## src/rtl/output_wr_arbiter_pkg.sv

```systemverilog
// output_wr_arbiter_pkg: FSM encodings, AXI constants and a log2 helper for the write arbiter
package output_wr_arbiter_pkg;
   typedef enum logic [1:0] {ST_IDLE, ST_ADDR, ST_DATA, ST_RESP} state_t;
   localparam logic [1:0] AXI_BURST_INCR = 2'b01;
   localparam logic [1:0] AXI_RESP_OKAY  = 2'b00;
   function automatic int unsigned clog2(input int unsigned v);
      int unsigned r;
      r = 0;
      for (int i = 0; i < 31; i++)
         if ((32'd1 << i) < v) r = i + 1;
      return r;
   endfunction
endpackage

```

## src/rtl/output_wr_arbiter_rr_arbiter.sv

```systemverilog
// rr_arbiter: picks the first request after ptr (with wrap), one-hot grant plus index
module rr_arbiter #(
   parameter int N  = 4,
   parameter int IW = 2
) (
   input  logic [N-1:0]  req,
   input  logic [IW-1:0] ptr,
   output logic [N-1:0]  gnt,
   output logic [IW-1:0] idx,
   output logic          any
);
   logic [IW-1:0] j;
   always_comb begin
      idx = '0;
      any = 1'b0;
      j   = '0;
      for (int k = N; k >= 1; k--) begin
         j = IW'((int'(ptr) + k) % N);
         if (req[j]) begin
            idx = j;
            any = 1'b1;
         end
      end
      gnt = any ? N'(1) << idx : '0;
   end
endmodule

```

## src/rtl/output_wr_arbiter.sv

```systemverilog
// output_wr_arbiter: round-robin share of one AXI4 AW/W/B write channel among NUM_CH writers
module output_wr_arbiter
   import output_wr_arbiter_pkg::*;
#(
   parameter int NUM_CH             = 4,
   parameter int C_S_AXI_ID_WIDTH   = 1,
   parameter int C_S_AXI_ADDR_WIDTH = 32,
   parameter int C_S_AXI_DATA_WIDTH = 64,
   parameter int AXI_ID             = 0
) (
   input  logic                                   clk,
   input  logic                                   reset_n,
   input  logic [NUM_CH-1:0]                      ch_req,
   input  logic [NUM_CH*C_S_AXI_ADDR_WIDTH-1:0]   ch_addr,
   input  logic [NUM_CH*8-1:0]                    ch_len,
   output logic [NUM_CH-1:0]                      ch_gnt,
   input  logic [NUM_CH*C_S_AXI_DATA_WIDTH-1:0]   ch_wdata,
   input  logic [NUM_CH*C_S_AXI_DATA_WIDTH/8-1:0] ch_wstrb,
   input  logic [NUM_CH-1:0]                      ch_wvalid,
   output logic [NUM_CH-1:0]                      ch_wready,
   output logic [NUM_CH-1:0]                      ch_done,
   output logic [1:0]                             ch_bresp,
   output logic [C_S_AXI_ID_WIDTH-1:0]            M_axi_awid,
   output logic [C_S_AXI_ADDR_WIDTH-1:0]          M_axi_awaddr,
   output logic [7:0]                             M_axi_awlen,
   output logic [2:0]                             M_axi_awsize,
   output logic [1:0]                             M_axi_awburst,
   output logic                                   M_axi_awvalid,
   input  logic                                   M_axi_awready,
   output logic [C_S_AXI_DATA_WIDTH-1:0]          M_axi_wdata,
   output logic [C_S_AXI_DATA_WIDTH/8-1:0]        M_axi_wstrb,
   output logic                                   M_axi_wlast,
   output logic                                   M_axi_wvalid,
   input  logic                                   M_axi_wready,
   input  logic [C_S_AXI_ID_WIDTH-1:0]            M_axi_bid,
   input  logic [1:0]                             M_axi_bresp,
   input  logic                                   M_axi_bvalid,
   output logic                                   M_axi_bready
);
   localparam int AW = C_S_AXI_ADDR_WIDTH;
   localparam int DW = C_S_AXI_DATA_WIDTH;
   localparam int SW = DW / 8;
   localparam int IW = $clog2(NUM_CH);
   state_t            state;
   logic [IW-1:0]     ptr;
   logic [IW-1:0]     owner;
   logic [IW-1:0]     pick_idx;
   logic [NUM_CH-1:0] pick_gnt;
   logic              pick_any;
   logic [7:0]        beat_cnt;
   logic              w_fire;
   logic              bid_unused;
   rr_arbiter #(.N(NUM_CH), .IW(IW)) u_rr (
      .req(ch_req),
      .ptr(ptr),
      .gnt(pick_gnt),
      .idx(pick_idx),
      .any(pick_any)
   );
   assign M_axi_awid    = C_S_AXI_ID_WIDTH'(AXI_ID);
   assign M_axi_awsize  = 3'(clog2(SW));
   assign M_axi_awburst = AXI_BURST_INCR;
   assign bid_unused    = ^M_axi_bid;
   always_comb begin
      M_axi_wvalid = (state == ST_DATA) && ch_wvalid[owner];
      M_axi_wdata  = ch_wdata[owner*DW +: DW];
      M_axi_wstrb  = ch_wstrb[owner*SW +: SW];
      M_axi_wlast  = (state == ST_DATA) && (beat_cnt == M_axi_awlen);
      ch_wready    = (state == ST_DATA) ? NUM_CH'(M_axi_wready) << owner : '0;
      w_fire       = M_axi_wvalid && M_axi_wready;
   end
   always_ff @(posedge clk or negedge reset_n) begin
      if (!reset_n) begin
         state         <= ST_IDLE;
         ptr           <= IW'(NUM_CH - 1);
         owner         <= '0;
         beat_cnt      <= '0;
         M_axi_awaddr  <= '0;
         M_axi_awlen   <= '0;
         M_axi_awvalid <= 1'b0;
         M_axi_bready  <= 1'b0;
         ch_gnt        <= '0;
         ch_done       <= '0;
         ch_bresp      <= AXI_RESP_OKAY;
      end else begin
         ch_gnt  <= '0;
         ch_done <= '0;
         case (state)
            ST_IDLE: if (pick_any) begin
               ch_gnt        <= pick_gnt;
               owner         <= pick_idx;
               ptr           <= pick_idx;
               M_axi_awaddr  <= ch_addr[pick_idx*AW +: AW];
               M_axi_awlen   <= ch_len[pick_idx*8 +: 8];
               M_axi_awvalid <= 1'b1;
               state         <= ST_ADDR;
            end
            ST_ADDR: if (M_axi_awready) begin
               M_axi_awvalid <= 1'b0;
               beat_cnt      <= '0;
               state         <= ST_DATA;
            end
            ST_DATA: if (w_fire) begin
               beat_cnt <= beat_cnt + 8'd1;
               if (M_axi_wlast) begin
                  M_axi_bready <= 1'b1;
                  state        <= ST_RESP;
               end
            end
            ST_RESP: if (M_axi_bvalid) begin
               ch_done      <= NUM_CH'(1) << owner;
               ch_bresp     <= M_axi_bresp;
               M_axi_bready <= 1'b0;
               state        <= ST_IDLE;
            end
            default: state <= ST_IDLE;
         endcase
      end
   end
endmodule

```

## config.mk

```make
export PLATFORM = sky130hd
export DESIGN_NAME = output_wr_arbiter
export DESIGN_NICKNAME = d
export VERILOG_FILES = /design/src/rtl/output_wr_arbiter_pkg.sv /design/src/rtl/output_wr_arbiter_rr_arbiter.sv /design/src/rtl/output_wr_arbiter.sv
export SDC_FILE = /design/constraint.sdc
export NUM_CORES = 1
export LEC_CHECK = 0
export ABC_AREA = 1
export CAP_MARGIN = 5
export CORE_AREA = 10 10 227 229
export DETAILED_ROUTE_END_ITERATION = 7
export DIE_AREA = 0 0 237 239
export HOLD_SLACK_MARGIN = 0.1
export PLACE_DENSITY = 0.48
export SETUP_SLACK_MARGIN = 0.1
export SLEW_MARGIN = 20
export SYNTH_ARGS = -nofsm -noshare
export SYNTH_HDL_FRONTEND = slang
export SYNTH_SLANG_ARGS = --single-unit
```

## constraint.sdc

```tcl
create_clock -name clk -period 2.2 [get_ports clk]
set_input_delay 0.66 -clock clk [delete_from_list [all_inputs] [get_ports clk]]
set_output_delay 0.66 -clock clk [all_outputs]
set_load 0.01 [all_outputs]
```

# --- Yosys cells after proc, flatten, opt, wreduce, memory -nomap -nowiden ---
# Cells that the tools add are included.
word_totals:
  ff_bits: 66
  in_bits: 464
  out_inout_bits: 136
  elab_cells: 89
op_classes:
  addsub: 5
  magnitude_cmp: 5
  eq_ne: 9
  shift: 7
  muxes: 39
  n_reduce_logical: 13
op_table:
  columns: ["cell", "count"]
  rows:
  - ["variable part select 256 x 9 -> 64 bit", 1]
  - ["variable part select 128 x 8 -> 32 bit", 1]
  - ["variable part select 32 x 6 -> 8 bit", 2]
  - ["2-to-1 mux 4 bit", 5]
  - ["2-to-1 mux 2 bit", 9]
  - ["2-to-1 mux 8 bit", 2]
  - ["one-hot mux 8 bit (2 select lines)", 1]
  - ["less-than comparator 2 x 3 -> 1 bit (second input constant)", 5]
  - ["2-to-1 mux 1 bit", 14]
  - ["binary-select mux 1 bit (select 2 bit)", 5]
  - ["inequality test 2 bit (second input constant)", 5]
  - ["adder 8 x 1 -> 8 bit (second input constant)", 1]
  - ["== test 8 bit", 1]
  - ["one-hot mux 2 bit (4 select lines)", 1]
  - ["<< shifter 1 x 2 -> 4 bit (first input constant)", 2]
  - ["AND reduction 3 bit", 2]
  - ["nonzero test 2 bit", 3]
  - ["AND reduction 5 bit", 1]
  - ["adder 2 x 1 -> 2 bit (second input constant)", 2]
  - ["adder 2 bit (second input constant)", 2]
  - ["== test 2 bit (second input constant)", 2]
  - ["one-hot mux 1 bit (2 select lines)", 2]
  - ["AND reduction 2 bit", 2]
  - ["AND reduction 4 bit", 1]
  - ["4 further kinds", 6]

# --- Longest topological paths before layout ---
logic_depth:
  depth_word: 10
  ltp_mapped: 16
  mapped_depth_nobuf: 14

# --- Hierarchy ---
# Synthesis repeated with hierarchy kept, for this count alone.
unflattened:
  hier_cells: 977
  area_unflattened_um2: 6063.3
modules_own_cells:
  columns: ["mod", "n_inst", "cells_each", "area_per_inst_um2", "seq_area_each_um2"]
  rows:
  - ["output_wr_arbiter", 1, 918, 5761.8, 1654.1]
  - ["rr_arbiter", 1, 59, 301.5, 0.0]

# --- Least setup slack after synthesis ---
# OpenSTA, ideal clock, no wires.
synth_path:
  kind: "register to output"
  start: "register state[0]"
  end: "output port ch_wready[0]"
  t_arrival_ps: 1444
  required_ps: 1540
  slack_ps: 96
  stages_incl_launch_ff: 7
  path_buffers: 2
  cell_sequence: "dfrtp_1 inv_1 ha_1 clkbuf_1 inv_1 clkbuf_1 nor3_1"
synth_between:
  elab_chain_cells: 2
synth_lines:
  columns: ["item", "line_no", "rtl"]
  rows:
  - ["start, declared", "output_wr_arbiter.sv:44", "state_t state;"]
  - ["start signal, assigned", "output_wr_arbiter.sv:74", "state <= ST_IDLE;"]
  - ["start signal, assigned", "output_wr_arbiter.sv:96", "state <= ST_ADDR;"]
  - ["start signal, assigned", "output_wr_arbiter.sv:101", "state <= ST_DATA;"]
  - ["== test 2 bit", "output_wr_arbiter.sv:69", "ch_wready = (state == ST_DATA) ? NUM_CH'(M_axi_wready) << owner : '0;"]
  - ["2-to-1 mux 4 bit", "output_wr_arbiter.sv:69", null]
  - ["end, declared", "output_wr_arbiter.sv:20", "output logic [NUM_CH-1:0] ch_wready,"]
# No other way between the ends.

# --- Worst setup path after layout ---
layout_path:
  start: "register owner[0]"
  end: "output port M_axi_wdata[19]"
layout_between:
  elab_chain_cells: 1
layout_lines:
  columns: ["item", "line_no", "rtl"]
  rows:
  - ["start, declared", "output_wr_arbiter.sv:46", "logic [IW-1:0] owner;"]
  - ["start signal, assigned", "output_wr_arbiter.sv:91", "owner <= pick_idx;"]
  - ["variable part select 256 x 9 -> 64 bit", "output_wr_arbiter.sv:66", "M_axi_wdata = ch_wdata[owner*DW +: DW];"]
  - ["end, declared", "output_wr_arbiter.sv:30", "output logic [C_S_AXI_DATA_WIDTH-1:0] M_axi_wdata,"]
# No other way between the ends.

==> reports/summary.md <==
After the first detailed-routing iteration, the DRC count stood at 637. Number of global-route vias before repair: 11,000. The fraction of layout instances using a drive strength above 1 came out at 0.352.

The effective utilization at floorplan is 0.136. Cell internal power was estimated by the tool at 15.3 mW. Hold timing on the final database bottoms out at a slack of 0.174 ns. After routing, the total negative slack on setup checks comes to -16.91 ns. The flow ran to the end, but the final reports show violations. The startpoint type of the worst setup path was a flop. The H-tree was split into 3 levels.

The checks that failed: setup timing. The cell taking the most area after synthesis is sky130_fd_sc_hd__dfrtp_1. The count of clock tree sinks is 66.

Relative to the synthesized area, the layout overhead comes to 174%. The post-route clock skew was 0.0113 ns; the critical path data required time was 1.54 ns. The most common cell in the synthesized netlist is sky130_fd_sc_hd__nand2_1. The total count of hold-check failures in the final report came out at 0. In this run, synthesis inferred 0 flip-flops with an integrated enable. The sequential area share after synthesis is 0.257.

The run gives 0.374 as the post-layout utilization of the core. The final worst setup slack is -0.348 ns. After synthesis, the mean cell area works out to 6.10 sq um. Clock latency on the worst-skew pair, taken at its later pin, is 0.34 ns. The tools report the arrival time at the worst endpoint as 1.89 ns. After synthesis, the cell types taking the most area are sky130_fd_sc_hd__dfrtp_1, sky130_fd_sc_hd__nand2_1, sky130_fd_sc_hd__a22oi_1, sky130_fd_sc_hd__nand3_1, sky130_fd_sc_hd__inv_1. Synthesis handed over a netlist of 1,053 instances. The core region area was 0.0471 sq mm; the number of vias per cell was 4.35. The number of max-slew violations in the final report is 0, and the number of DRC violations after detailed routing is 0. The share of flip-flops with an asynchronous set or reset after synthesis was 1.00. The worst setup path is captured at a primary output. 600 I/O pins were placed. The path class of the tightest hold or removal check is input port to asynchronous set/reset pin. The clock slew at the register clock pins of the worst setup and hold paths is 0.06 ns, and the combinational share of power is 0.868. The run gives 35 as the pin count of the biggest net entering global routing.

The part of the total power dissipated in the clock network is 0.057. Setup violations remaining at the end of the flow were counted as 81. The run gives 41 as the initial antenna violation count. The die covers 0.0566 sq mm.

The initialized floorplan defines 80 standard-cell rows. For the leakage power, the log shows 8.09 nW. The final layout contains routed wiring with a total length of 63,500 um. Remaining global-route overflow: 0.

The aggregate global-route resource usage is 0.208, and the power density over the cells is 1610 mW/mm^2. The wire-length estimate of the detail-placed layout is 49,800 um. Counting distinct cell types in the post-synthesis netlist gives 34.

Of all nets on the critical path, the largest fanout is 6. In the synthesized netlist, the cells that appear most often are sky130_fd_sc_hd__nand2_1, sky130_fd_sc_hd__inv_1, sky130_fd_sc_hd__nand3_1. From left edge to right edge, the die measures 237 um. For this block, the via count after detailed routing is 10,600.

The clock passes through at most 2 buffers. The layout net count was 2,269; the overall die height was 239 um. The tools report the buffer cell driving the clock tree root as sky130_fd_sc_hd__clkbuf_16.

For this run, the number of Yosys warnings is 0. The sequential fraction of design power is 0.075. The congestion estimate from routability-driven global placement came to 0.962. The critical path in this run is classified as flop to primary output. Based on the critical path, the design can be clocked at up to 392 MHz.

The share of the synthesized area in the top cell type is 0.249. The switching power is 13.0 mW. The number of input and output port buffers inserted is 592.

Setup repair after global routing could not meet its margin everywhere. The first global-routing pass estimated 84,600 um of wire. For this run, the detailed router's first-pass iteration total came to 5. After detailed routing, the average wire length per cell comes to 26.0 um. The remaining antenna violation count after routing came out at 0. TritonCTS built the clock tree. After synthesis the netlist holds a flip-flop and latch count of 66. The run gives 0.805 mV as the maximum vdd drop.

The part of the cycle the worst path needs works out to 1.16. The area of the mapped netlist is 0.00642 sq mm, and the overall power consumption is 28.4 mW. The flip-flop cell with the highest count after synthesis was sky130_fd_sc_hd__dfrtp_1. The tool flagged a number of max-cap violations equal to 0.

After filler insertion, the fill cell instance count of the layout stands at 4,864. For the finished layout, the period the worst path requires is 2.55 ns. Clock tree synthesis inserted a total of 9 buffers. Fraction of power spent switching nets: 0.460.
[path summary, 6_finish.rpt]
kind | start | endpoint | slack (ns) | depth (start not counted)
worst min register to register | M_axi_awaddr[15] | M_axi_awaddr[15] | 0.49 | 2
min in group clk | M_axi_awaddr[15] | M_axi_awaddr[15] | 0.49 | 2
worst max register to register | ptr[0] | M_axi_awaddr[11] | -0.03 | 13
worst min-delay path | reset_n | M_axi_awaddr[0] | 0.17 | 1
worst max-delay path | owner[0] | M_axi_wdata[19] | -0.35 | 8
max in group asynchronous | reset_n | owner[0] | 1.40 | 2
[critical path, stage by stage (launching register included)]
cell                      delay, ns
sky130_fd_sc_hd__dfrtp_2       0.46
sky130_fd_sc_hd__buf_6         0.14
sky130_fd_sc_hd__nand2_4       0.09
sky130_fd_sc_hd__inv_8         0.07
sky130_fd_sc_hd__buf_12        0.15
sky130_fd_sc_hd__buf_6         0.13
sky130_fd_sc_hd__a22oi_2       0.25
sky130_fd_sc_hd__nand2_2       0.11
sky130_fd_sc_hd__buf_12        0.15
[kinds of logic (layout without fill, tap and decap cells)]
logic type               Yosys count  after routing  synth area share
AND/OR/NAND/NOR                  554            555             0.365
buffers and inverters            233            979             0.150
AO/OA/AOI/OAI                    176            176             0.193
flip-flops                        66             66             0.257
XOR/XNOR                          14             14            0.0191
adder cells (fa/ha/maj)            6              6            0.0117
other                              2             26           0.00117
multiplexers                       2              2           0.00351
[power by group through the flow]
stage	logic (mW)	registers [mW]	clock network, mW
after floorplan	7.04	2.27	0
after global placement	16.0	2.18	0
after detailed placement	16.0	2.19	0
after CTS	22.9	2.14	1.67
after global routing	26.2	2.21	1.72
final	24.6	2.14	1.62
[stage by stage]
step           cell area, sq um  setup WS [ns]  instances
3_3_place_gp              14000         -0.856       2303
2_1_floorplan              6440         0.0959       1057
6_report                  17600         -0.348       2439
3_5_place_dp              14000         -0.869       2303
4_1_cts                   16700         -0.359       2407
5_1_grt                   17600         -0.393       2436
[repair_timing]
| item | in CTS | in global routing |
|---|---|---|
| hold buffers | 0 | 0 |
| pin swaps | 135 | 127 |
| gates resized for setup | 674 | 201 |
| setup endpoints to repair | 137 | 142 |
| gates cloned | 26 | 6 |
| buffers inserted | 67 | 19 |
[cell usage in the layout (no fill, tap or decap), drive strengths merged]
master,netlist,routed
o211ai,15,15
clkinv,1,3
clkinvlp,0,1
inv,156,156
dfrtp,64,64
dlymetal6s2s,0,4
clkbuf,43,17
o21ai,14,14
clkdlybuf4s50,0,503
buf,33,287
ha,6,6
or2,15,15
xnor2,10,10
conb,2,6
nor3,10,10
nor2,25,25
o21bai,1,1
clkdlybuf4s15,0,1
mux2,2,2
dfstp,2,2
nand4,2,2
a22oi,126,126
dlygate4sd2,0,5
bufinv,0,2
nand3,140,140
nand2,362,363
a21oi,20,20
diode,0,20
xor2,4,4
[layer usage]
| metal | share of wire | routed length [um] | global-route usage |
|---|---|---|---|
| met1 | 0.34 | 21800 | 0.203 |
| met2 | 0.54 | 34300 | 0.396 |
| met3 | 0.078 | 4930 | 0.0696 |
| met4 | 0.037 | 2350 | 0.0762 |
| met5 | 0.0013 | 84 | 0 |
[registers in the layout, summed over array words and instances (netlist names), 4 cells and up]
register      count
M_axi_awaddr     32
beat_cnt          8
M_axi_awlen       8
ch_done           4
ch_gnt            4
[final cells by class]
cell class	count	area, sq um	share of cell area
Timing Repair Buffer	806	8850	0.502
Multi-Input combinational cell	759	5360	0.304
Sequential cell	66	1660	0.0941
Tap cell	615	769	0.0437
Inverter	157	617	0.0350
Clock buffer	11	243	0.0138
Clock inverter	5	77.6	0.00440
Antenna cell	20	50.0	0.00284
Power figures use the tool's default switching activity.
